--- src/rtl/seq_det_sched.sv ---
// Round-robin scheduler sharing one serial 1100/1000 detector among 4 requesters.
// Define SEQ_DET_SCHED_FIXED_PRIO_EN for fixed lowest-index-wins priority.
module seq_det_sched #(
  parameter int unsigned NREQ       = 4,
  parameter int unsigned FRAME_BITS = 8,
  parameter int unsigned CNT_W      = 4
) (
  input  logic                         clk,
  input  logic                         reset,
  input  logic [NREQ-1:0]              req,
  input  logic [NREQ*FRAME_BITS-1:0]   req_data,
  output logic [NREQ-1:0]              ack,
  output logic [CNT_W-1:0]             result,
  output logic                         busy,
  output logic                         det_x,
  output logic                         det_rst_n,
  input  logic                         det_z_bar
);

  localparam int unsigned PTR_W  = 2;
  localparam int unsigned BCNT_W = $clog2(FRAME_BITS + 1);
  localparam logic [BCNT_W-1:0] LAST_BIT = BCNT_W'(FRAME_BITS - 1);
  localparam logic [CNT_W-1:0]  CNT_MAX  = '1;

  typedef enum logic [1:0] {
    ST_IDLE,
    ST_CLEAR,
    ST_SHIFT,
    ST_DONE
  } state_t;

  state_t                r_state;
  logic [PTR_W-1:0]      r_rr_ptr;
  logic [PTR_W-1:0]      r_gnt;
  logic [FRAME_BITS-1:0] r_shift;
  logic [BCNT_W-1:0]     r_bit_cnt;
  logic [CNT_W-1:0]      r_hit_cnt;
  logic [NREQ-1:0]       r_ack;
  logic [CNT_W-1:0]      r_result;
  logic                  r_busy;
  logic                  r_det_rst_n;

  logic [FRAME_BITS-1:0] w_words [NREQ];
  logic [PTR_W-1:0]      w_idx;
  logic [PTR_W-1:0]      w_pick;
  logic                  w_found;
  logic [CNT_W-1:0]      w_hit_nxt;

  // Per-requester byte view of the flat data bus
  for (genvar g = 0; g < NREQ; g++) begin : g_word
    assign w_words[g] = req_data[g*FRAME_BITS +: FRAME_BITS];
  end

  // Scan from rr_ptr upward; descending loop so the smallest offset wins
  always_comb begin
    w_found = 1'b0;
    w_pick  = '0;
    w_idx   = '0;
    for (int i = NREQ - 1; i >= 0; i--) begin
      w_idx = PTR_W'(r_rr_ptr + PTR_W'(i));
      if (req[w_idx]) begin
        w_found = 1'b1;
        w_pick  = w_idx;
      end
    end
  end

  // Saturating hit count including the current SHIFT cycle
  always_comb begin
    w_hit_nxt = r_hit_cnt;
    if (!det_z_bar && (r_hit_cnt != CNT_MAX)) begin
      w_hit_nxt = r_hit_cnt + CNT_W'(1);
    end
  end

  always_ff @(posedge clk or negedge reset) begin
    if (!reset) begin
      r_state     <= ST_IDLE;
      r_rr_ptr    <= '0;
      r_gnt       <= '0;
      r_shift     <= '0;
      r_bit_cnt   <= '0;
      r_hit_cnt   <= '0;
      r_ack       <= '0;
      r_result    <= '0;
      r_busy      <= 1'b0;
      r_det_rst_n <= 1'b0;
    end else begin
      r_ack    <= '0;
      r_result <= '0;
      case (r_state)
        ST_IDLE: begin
          r_det_rst_n <= 1'b1;
          if (w_found) begin
            r_gnt       <= w_pick;
            r_shift     <= w_words[w_pick];
            r_hit_cnt   <= '0;
            r_det_rst_n <= 1'b0;
            r_busy      <= 1'b1;
            r_state     <= ST_CLEAR;
          end
        end
        ST_CLEAR: begin
          r_det_rst_n <= 1'b1;
          r_bit_cnt   <= '0;
          r_state     <= ST_SHIFT;
        end
        ST_SHIFT: begin
          r_hit_cnt <= w_hit_nxt;
          r_shift   <= {r_shift[FRAME_BITS-2:0], 1'b0};
          r_bit_cnt <= r_bit_cnt + BCNT_W'(1);
          if (r_bit_cnt == LAST_BIT) begin
            // Ack/result are loaded here so they are visible throughout DONE
            r_ack    <= NREQ'(1) << r_gnt;
            r_result <= w_hit_nxt;
            r_state  <= ST_DONE;
          end
        end
        ST_DONE: begin
`ifdef SEQ_DET_SCHED_FIXED_PRIO_EN
          r_rr_ptr <= '0;
`else
          r_rr_ptr <= r_gnt + PTR_W'(1);
`endif
          r_busy   <= 1'b0;
          r_state  <= ST_IDLE;
        end
        default: begin
          r_state <= ST_IDLE;
        end
      endcase
    end
  end

  // Serial bit goes straight from the shift register so the detector sees it this cycle
  assign det_x     = (r_state == ST_SHIFT) && r_shift[FRAME_BITS-1];
  assign det_rst_n = r_det_rst_n;
  assign ack       = r_ack;
  assign result    = r_result;
  assign busy      = r_busy;

endmodule

--- config.mk ---
export PLATFORM = sky130hd
export DESIGN_NAME = seq_det_sched
export DESIGN_NICKNAME = d
export VERILOG_FILES = /design/src/rtl/seq_det_sched.sv
export SDC_FILE = /design/constraint.sdc
export NUM_CORES = 1
export LEC_CHECK = 0
export ABC_AREA = 1
export BUFFER_PORTS_ARGS = -buffer_cell sky130_fd_sc_hd__buf_2
export CAP_MARGIN = 0
export CORE_UTILIZATION = 30
export DETAILED_ROUTE_END_ITERATION = 10
export SKIP_LAST_GASP = 1
export SYNTH_ARGS = -nofsm -noshare
export SYNTH_HDL_FRONTEND = slang
export SYNTH_SLANG_ARGS = --single-unit
export TNS_END_PERCENT = 20
--- constraint.sdc ---
create_clock -name clk -period 4 [get_ports clk]
set_clock_uncertainty 0.05 [all_clocks]
set_input_delay 0.6 -clock clk [delete_from_list [all_inputs] [get_ports clk]]
set_output_delay 0.6 -clock clk [all_outputs]
set_load 0.005 [all_outputs]
==> flow_summary.yaml, run 1 <==
worst_setup_path:
  slowest_delay_ps: 620
  worstPathArrival_ps: 2340
  cp_common_cell: "nand2_1"
  crit_type: "flop to flop"
  crit_path_end_kind: "flop"
  slowest_stage: "dfrtp_1"
  crit_required_ps: 4130
  startpoint_type: "flop"
  cp_cell_sequence: "inv_1 -> nand2_1 -> nand3_1 -> nand2_1 -> nand3_2 -> nand2_2 -> nand2_4 -> nand2_4 -> nand2_1 -> nand3_1 -> nand3_1 -> nand2_1 -> nand2_1"
  cp_max_fo: 17
power_and_ir_drop:
  power.share.switching_pct: 48.9
  power.clock.fraction_pct: 15.4
  pwr-share-comb_pct: 57.9
  vdd_drop_max_v: 0.000242
  p_sw_uw: 977
  p_seq_share_pct: 26.6
  powerDensity_mw_per_mm2: 779
  leakage_nw: 1.50
  internal-power_mw: 1.02
sta:
  tightest_slew_ps: 770
  rsz0062_at_grt: "no"
  holdWs_ps: 313
  fmax_mhz: 452
  hold_violations: 0
  layout_setup_ws_ps: 1790
  slew_violations: 0
  fin_crit_ps: 2210
  slew_headroom_pct: 48.7
  finalCritPeriodShare_pct: 55.3
  setup_viol: 0
  tns_ps: 0
clocking:
  cts_hold_buffers: 0
  root_buffer: "clkbuf_8"
  clk_path_buf_depth: 2
  clkTransAtPathRegs_ps: 70
  clock_latency_ps: 280
  cts_sinks: 32
  h-tree-depth: 2
  postCtsResizedCells: 0
  numCtsBuffers: 5
  cts_tree: "yes"
  post_cts_buffers: 0
layout:
  layout.nets: 404
  fillers: 763
  fin_util_pct: 37.2
  mostFrequentLayoutCell: "nand2_1"
  area_growth_pct: 17.7
  diodes: 0
  drive_gt1_share_pct: 21.1
  mostFrequentLayoutCells: "nand2_1, inv_1, buf_2, nand3_1, dfrtp_1"
  stdcell_count: 452
global_route:
  grtUsageTotal_pct: 12.9
  antenna_found_initial: 0
  grt_pass1_vias: 1833
  gr-total-overflow: 0
  grt_pass1_wl_mm: 7.67
  grt_max_degree: 33
route:
  dr_total_vias: 1930
  drtIter0Drc: 62
  drcViolationCount: 0
  dr.pass1.iters: 4
  ant_nets: 0
  wirelength_mm: 4.50
  vias_per_cell: 4.27
  wl_per_cell_um: 9.96
die:
  initial_core_util_pct: 31.6
  coreArea_mm2: 0.00691
  die_x_um: 87.3
  rows: 30
  die_h_um: 87.3
  io-pin-count: 50
  die-area_mm2: 0.00761
placement:
  dp_slack_ps: 1780
  place_inst: 444
  dp.final_hpwl_mm: 3.45
  place_congestion: 0.780
  io_buffers: 49
yosys:
  synthCells: 307
  ys_seq_area_share_pct: 36.7
  netlist-cell-type-count: 29
  ys_seq_elements: 32
  syn_nets: 356
  syn_area_per_cell_um2: 7.10
  yosysWarnings: 0
  synth_area_mm2: 0.00218
worst_hold_path:
  hp-class: "input pin to asynchronous set/reset pin"
job:
  drv_cap: 0
run_status:
  outcome: "finished, final reports clean"
[worst max-delay path: cells and delay by family (launching register included)]
kind | cells | cell delay, ps
DFF | 1 | 620
and+or+nand+nor | 12 | 1280
buffers and inverters | 1 | 160
[routing by layer]
metal | part of all wire, % | GRT usage [%] | vias up
met1 | 50 | 16.6 | 837
li1 | - | - | 1044
met5 | 0 | 0 | -
met4 | 1.3 | 4.47 | 0
met2 | 44 | 21.2 | 43
met3 | 5.0 | 2.94 | 6
[worst paths after layout]
check / startpoint / cells after the start / to / slack (ps)
max reg2reg: r_rr_ptr[0]$_DFFE_PN0P_ / 13 / r_shift[7]$_DFFE_PN0P_ / 1790
max in group asynchronous: reset / 1 / r_rr_ptr[1]$_DFFE_PN0P_ / 3120
min in group clk: r_shift[2]$_DFFE_PN0P_ / 2 / r_shift[2]$_DFFE_PN0P_ / 440
min: reset / 1 / result[0]$_DFF_PN0_ / 310
min reg2reg: r_shift[2]$_DFFE_PN0P_ / 2 / r_shift[2]$_DFFE_PN0P_ / 440
max: r_rr_ptr[0]$_DFFE_PN0P_ / 13 / r_shift[7]$_DFFE_PN0P_ / 1790
[state kept, by name (all words and copies together) (netlist names)]
name	count
result	4
r_shift	8
ack	4
r_rr_ptr	2
busy	1
r_state	2
r_hit_cnt	4
det_rst_n	1
r_bit_cnt	4
r_gnt	2
[cell usage after synthesis, drive strengths merged]
cell type | instances | area share, %
and3 | 1 | 0.29
a22oi | 1 | 0.34
clkbuf | 4 | 2.2
dfrtp | 32 | 37
o31ai | 2 | 0.69
xor2 | 1 | 0.40
o21ai | 13 | 3.3
xnor2 | 1 | 0.40
nand3 | 49 | 13
nor2 | 33 | 6.3
inv | 61 | 10
o22ai | 1 | 0.29
buf | 4 | 2.0
a21oi | 8 | 1.8
nor3 | 2 | 0.46
ha | 10 | 5.7
nand4 | 1 | 0.29
nand2 | 83 | 16
[cells by family (layout without fill, tap and decap cells)]
logic type | Yosys count | in the layout | synth area share, %
simple gates | 169 | 169 | 35.6
buf+inv | 69 | 118 | 14.7
flops | 32 | 32 | 36.7
compound gates | 25 | 25 | 6.48
fa+ha+maj | 10 | 10 | 5.74
xor+xnor | 2 | 2 | 0.803
[metrics by stage]
stage | cell area, µm² | total power [mW]
after floorplan | 2180 | 1.56
after global placement | 2450 | 1.69
after detailed placement | 2450 | 1.71
after CTS | 2570 | 2.03
after global routing | 2570 | 2.24
final | 2570 | 2.00
[layout make-up]
| class | instances | area, µm² | area share (%) |
|---|---|---|---|
| Multi-Input combinational cell | 206 | 1060 | 41.3 |
| Sequential cell | 32 | 801 | 31.2 |
| Timing Repair Buffer | 49 | 245 | 9.56 |
| Inverter | 61 | 229 | 8.92 |
| Tap cell | 96 | 120 | 4.68 |
| Clock buffer | 5 | 68.8 | 2.68 |
| Clock inverter | 3 | 42.5 | 1.66 |
[power by group through the flow]
stage / Sequential, mW / Combinational, mW / Clock, mW
floorplan: 0.503 / 1.06 / 0
global placement: 0.538 / 1.15 / 0
detailed placement: 0.539 / 1.18 / 0
CTS: 0.534 / 1.18 / 0.318
global route: 0.549 / 1.36 / 0.332
finish: 0.532 / 1.16 / 0.309
Power figures use the tool's default switching activity.
==> run 2, diff against run 1 <==
==> constraint.sdc (replaced) <==
create_clock -name clk -period 2.1 [get_ports clk]
set_clock_uncertainty 0.05 [all_clocks]
set_input_delay 0.315 -clock clk [delete_from_list [all_inputs] [get_ports clk]]
set_output_delay 0.315 -clock clk [all_outputs]
set_load 0.005 [all_outputs]
==> run 2 against run 1 <==
Fmax rose by 17%; first-iteration DRC count rose by 110%; global-route usage rose by 0.35 points; power rose by 97%.
==> flow_summary.yaml, run 2 (same netlist as run 1, synthesis figures left out) <==
sta:
  slew_headroom_pct: 49.5
  finalCritPeriodShare_pct: 90.4
  holdWs_ps: 33.3
  slew_violations: 0
  rsz0062_at_grt: "no"
  hold_violations: 0
  tns_ps: 0
  layout_setup_ws_ps: 203
  fin_crit_ps: 1900
  setup_viol: 0
  tightest_slew_ps: 758
  fmax_mhz: 527
route:
  drcViolationCount: 0
  drtIter0Drc: 132
  vias_per_cell: 4.29
  ant_nets: 0
  wl_per_cell_um: 10.2
  wirelength_mm: 4.67
  dr_total_vias: 1954
  dr.pass1.iters: 4
layout:
  layout.nets: 408
  area_growth_pct: 19.7
  largest_reg_flops: 8
  drive_gt1_share_pct: 22.2
  fillers: 752
  top_register: "r_shift"
  diodes: 0
  mostFrequentLayoutCells: "nand2_1, inv_1, buf_2, nand3_1, dfrtp_1"
  mostFrequentLayoutCell: "nand2_1"
  design_area_mm2: 0.00261
worst_hold_path:
  hp-class: "input pin to asynchronous set/reset pin"
worst_setup_path:
  cp_max_fo: 16
  crit_required_ps: 2240
  cp_common_cell: "nand2_1"
  startpoint_type: "flop"
  cp_cell_sequence: "inv_1 -> nand2_1 -> nand3_2 -> nand2_1 -> inv_1 -> nand2_2 -> nand2_4 -> buf_4 -> nand3_1 -> nand3_1 -> nand3_1 -> nand2_1 -> nand2_1"
  worstPathArrival_ps: 2030
  crit_type: "flop to flop"
  cp-startpoint: "r_rr_ptr[0]$_DFFE_PN0P_"
  slowest_stage: "dfrtp_2"
  reg2reg_from: "r_rr_ptr[0]$_DFFE_PN0P_"
  crit_path_end_kind: "flop"
  slowest_delay_ps: 480
run_status:
  outcome: "finished, final reports clean"
clocking:
  cts_sinks: 32
  cts_tree: "yes"
  numCtsBuffers: 5
  post_cts_buffers: 0
  clkTransAtPathRegs_ps: 80
  clock_latency_ps: 290
  clk_path_buf_depth: 2
  h-tree-depth: 2
  root_buffer: "clkbuf_8"
global_route:
  grtUsageTotal_pct: 13.2
  grt_pass1_wl_mm: 7.96
  grt_max_degree: 33
  antenna_found_initial: 0
  gr-total-overflow: 0
  grt_pass1_vias: 1823
die:
  initial_core_util_pct: 31.6
  die_h_um: 87.3
  die_x_um: 87.3
  rows: 30
  die-area_mm2: 0.00761
  io-pin-count: 50
  coreArea_mm2: 0.00691
placement:
  dp_slack_ps: 92.1
  postPlaceCellArea_mm2: 0.00250
  place_congestion: 0.792
  io_buffers: 49
  dp.final_hpwl_mm: 3.48
power_and_ir_drop:
  leakage_nw: 1.52
  powerDensity_mw_per_mm2: 1510
  vdd_drop_max_v: 0.000444
job:
  drv_cap: 0
## run 2: worst max-delay path, delay by kind of cell, from the launching register on
| kind | cells | cell delay [ps] |
|---|---|---|
| buffers and inverters | 3 | 440 |
| DFF | 1 | 480 |
| and+or+nand+nor | 10 | 840 |
## run 2: area by class of cell
class | count | area (µm²) | share of cell area (%)
inverter | 61 | 229 | 8.77
sequential | 32 | 802 | 30.7
timing repair buffer | 53 | 288 | 11.0
clock buffer | 5 | 68.8 | 2.64
clock inverter | 3 | 42.5 | 1.63
tap | 96 | 120 | 4.60
multi-input combinational | 206 | 1060 | 40.6
## run 2: repair_timing
item / in CTS / in global routing
hold buffers: 0 / 0
setup endpoints to repair: 0 / 11
gates resized for setup: 0 / 1
## run 2: where the power goes
| part | switching [mW] | leakage [nW] | internal [mW] |
|---|---|---|---|
| registers | 0.179 | 0.412 | 0.832 |
| clock network | 0.235 | 0.0541 | 0.351 |
| logic | 1.50 | 1.06 | 0.845 |
| total | 1.91 | 1.52 | 2.03 |
## run 2: metrics by stage
stage | power, mW | utilization [%] | cells
finish | 3.94 | 37.8 | 456
detailed placement | 3.38 | 36.2 | 448
floorplan | 2.98 | - | 307
global route | 4.38 | 37.8 | 456
CTS | 3.98 | 37.8 | 456
global placement | 3.34 | 36.2 | 448
## run 2: worst paths after layout
check	slack, ps	depth (start not counted)	end
min in group clk	380	7	r_shift[1]$_DFFE_PN0P_
max	200	13	r_shift[7]$_DFFE_PN0P_
min	30	1	r_hit_cnt[1]$_DFFE_PN0P_
max in group asynchronous	1430	1	r_rr_ptr[0]$_DFFE_PN0P_
max reg2reg	200	13	r_shift[7]$_DFFE_PN0P_
min reg2reg	430	2	r_shift[2]$_DFFE_PN0P_
## run 2: routing by layer
layer	track usage, %	vias to the layer above	routed length, µm
met5	0	-	0
met4	4.77	0	51
met3	3.13	5	223
met2	20.4	40	2020
met1	18.1	864	2370
li1	-	1045	-
==> run 3, diff against run 2 <==
--- a/config.mk
+++ b/config.mk
@@ -10,6 +10,7 @@
 export CAP_MARGIN = 0
 export CORE_UTILIZATION = 30
 export DETAILED_ROUTE_END_ITERATION = 10
+export PLACE_DENSITY = 0.5
 export SKIP_LAST_GASP = 1
 export SYNTH_ARGS = -nofsm -noshare
 export SYNTH_HDL_FRONTEND = slang
==> run 3 against run 2 <==
Cell count is 0.22% higher; critical path depth fell by 1; setup slack improved by 50 ps; count of clock-buffer cells in the layout up 1; global-route usage is 0.26 points higher.
==> flow_summary.yaml, run 3 (same netlist as run 1, synthesis figures left out) <==
route:
  dr_total_vias: 1937
  wirelength_mm: 4.67
  ant_nets: 0
  drtIter0Drc: 67
  drcViolationCount: 0
  wl_per_cell_um: 10.2
  vias_per_cell: 4.24
  dr.pass1.iters: 4
clocking:
  root_buffer: "clkbuf_8"
  numCtsBuffers: 5
  clock_latency_ps: 280
  clkTransAtPathRegs_ps: 70
  cts_sinks: 32
  h-tree-depth: 2
  clk_path_buf_depth: 2
  cts_tree: "yes"
  post_cts_buffers: 0
global_route:
  grt_max_degree: 33
  gr-total-overflow: 0
  grt_pass1_vias: 1918
  antenna_found_initial: 0
  grt_pass1_wl_mm: 8.19
  grtUsageTotal_pct: 13.5
die:
  die_x_um: 87.3
  die_h_um: 87.3
  io-pin-count: 50
  initial_core_util_pct: 31.6
  rows: 30
  coreArea_mm2: 0.00691
  die-area_mm2: 0.00761
worst_setup_path:
  cp_max_fo: 16
  cpLargestDelayFamily: "simple AND/OR/NAND/NOR gates"
  crit_path_end_kind: "flop"
  cp_cell_sequence: "buf_4 -> nand2_1 -> nand2_1 -> nand2_2 -> nand3_2 -> nand3_4 -> buf_4 -> nand3_1 -> nand3_1 -> nand3_1 -> nand2_1 -> nand2_1"
  crit_type: "flop to flop"
  worstPathArrival_ps: 1980
  slowest_delay_ps: 470
  cp_common_cell: "nand2_1"
  crit_buf_inv: 2
  slowest_stage: "dfrtp_2"
  crit_required_ps: 2230
  startpoint_type: "flop"
sta:
  tightest_slew_ps: 746
  slew_headroom_pct: 50.3
  fmax_mhz: 541
  rsz0062_at_grt: "no"
  fin_crit_ps: 1850
  setup_viol: 0
  layout_setup_ws_ps: 253
  tns_ps: 0
  finalCritPeriodShare_pct: 88.0
  slew_violations: 0
  hold_violations: 0
worst_hold_path:
  hp-class: "input pin to asynchronous set/reset pin"
power_and_ir_drop:
  p_seq_share_pct: 25.5
  power.share.switching_pct: 48.3
  power.clock.fraction_pct: 14.7
  vdd_drop_max_v: 0.000411
  p_total_mw: 3.94
  internal-power_mw: 2.04
  p_sw_mw: 1.90
  powerDensity_mw_per_mm2: 1510
  pwr-share-comb_pct: 59.7
  leakage_nw: 1.53
layout:
  largest_reg_flops: 8
  area_growth_pct: 19.8
  mostFrequentLayoutCell: "nand2_1"
  top_register: "r_shift"
  drive_gt1_share_pct: 22.2
  design_area_mm2: 0.00261
  mostFrequentLayoutCells: "nand2_1, inv_1, buf_2, nand3_1, dfrtp_1"
  fillers: 769
  layout.nets: 409
  diodes: 0
placement:
  dp.final_hpwl_mm: 3.54
  io_buffers: 49
  place_congestion: 0.732
  postPlaceCellArea_mm2: 0.00249
  dp_slack_ps: 156
run_status:
  outcome: "finished, final reports clean"
job:
  drv_cap: 0
-- run 3: final timing paths --
check                                   startpoint                        to  slack (ps)  cells past startpoint
max                        r_rr_ptr[0]$_DFFE_PN0P_    r_shift[5]$_DFFE_PN0P_         250                     12
min                                          reset  r_hit_cnt[1]$_DFFE_PN0P_          50                      1
max reg2reg                r_rr_ptr[0]$_DFFE_PN0P_    r_shift[5]$_DFFE_PN0P_         250                     12
min reg2reg                 r_shift[0]$_DFFE_PN0P_    r_shift[0]$_DFFE_PN0P_         430                      2
max in group asynchronous                    reset   r_rr_ptr[0]$_DFFE_PN0P_        1430                      1
min in group clk                      req_data[30]    r_shift[6]$_DFFE_PN0P_         400                      7
-- run 3: power by group through the flow --
stage          logic (mW)  registers, mW  clock network, mW
2_1_floorplan        2.02          0.958                  0
3_3_place_gp         2.34           1.01                  0
3_5_place_dp         2.35           1.01                  0
4_1_cts              2.36           1.00              0.598
5_1_grt              2.76           1.04              0.617
6_report             2.35           1.01              0.579
-- run 3: per-stage QoR --
stage               instances  util, %  hold WS (ps)
floorplan                 307        -         -30.6
global placement          449     36.1           381
detailed placement        449     36.1           373
CTS                       457     37.6          64.3
global route              457     37.8          96.8
finish                    457     37.8          48.7
-- run 3: layout make-up --
class | instances | area (µm²) | area share [%]
Clock buffer | 6 | 72.6 | 2.78
Clock inverter | 2 | 35.0 | 1.34
Inverter | 61 | 229 | 8.76
Multi-Input combinational cell | 206 | 1070 | 40.9
Sequential cell | 32 | 802 | 30.7
Tap cell | 96 | 120 | 4.60
Timing Repair Buffer | 54 | 287 | 11.0
-- run 3: per-layer routing --
| metal | global-route usage, % | part of all wire [%] | routed length (µm) | vias up |
|---|---|---|---|---|
| met3 | 2.94 | 5.3 | 248 | 7 |
| met2 | 21.9 | 42 | 1950 | 45 |
| met5 | 0 | 0 | 0 | - |
| met4 | 4.17 | 1.3 | 59 | 0 |
| met1 | 17.9 | 52 | 2410 | 838 |
| li1 | - | - | - | 1047 |
-- run 3: what timing repair did --
| action | CTS | global route |
|---|---|---|
| hold buffers | 0 | 0 |
| setup endpoints to repair | 0 | 12 |
| gates resized for setup | 0 | 3 |
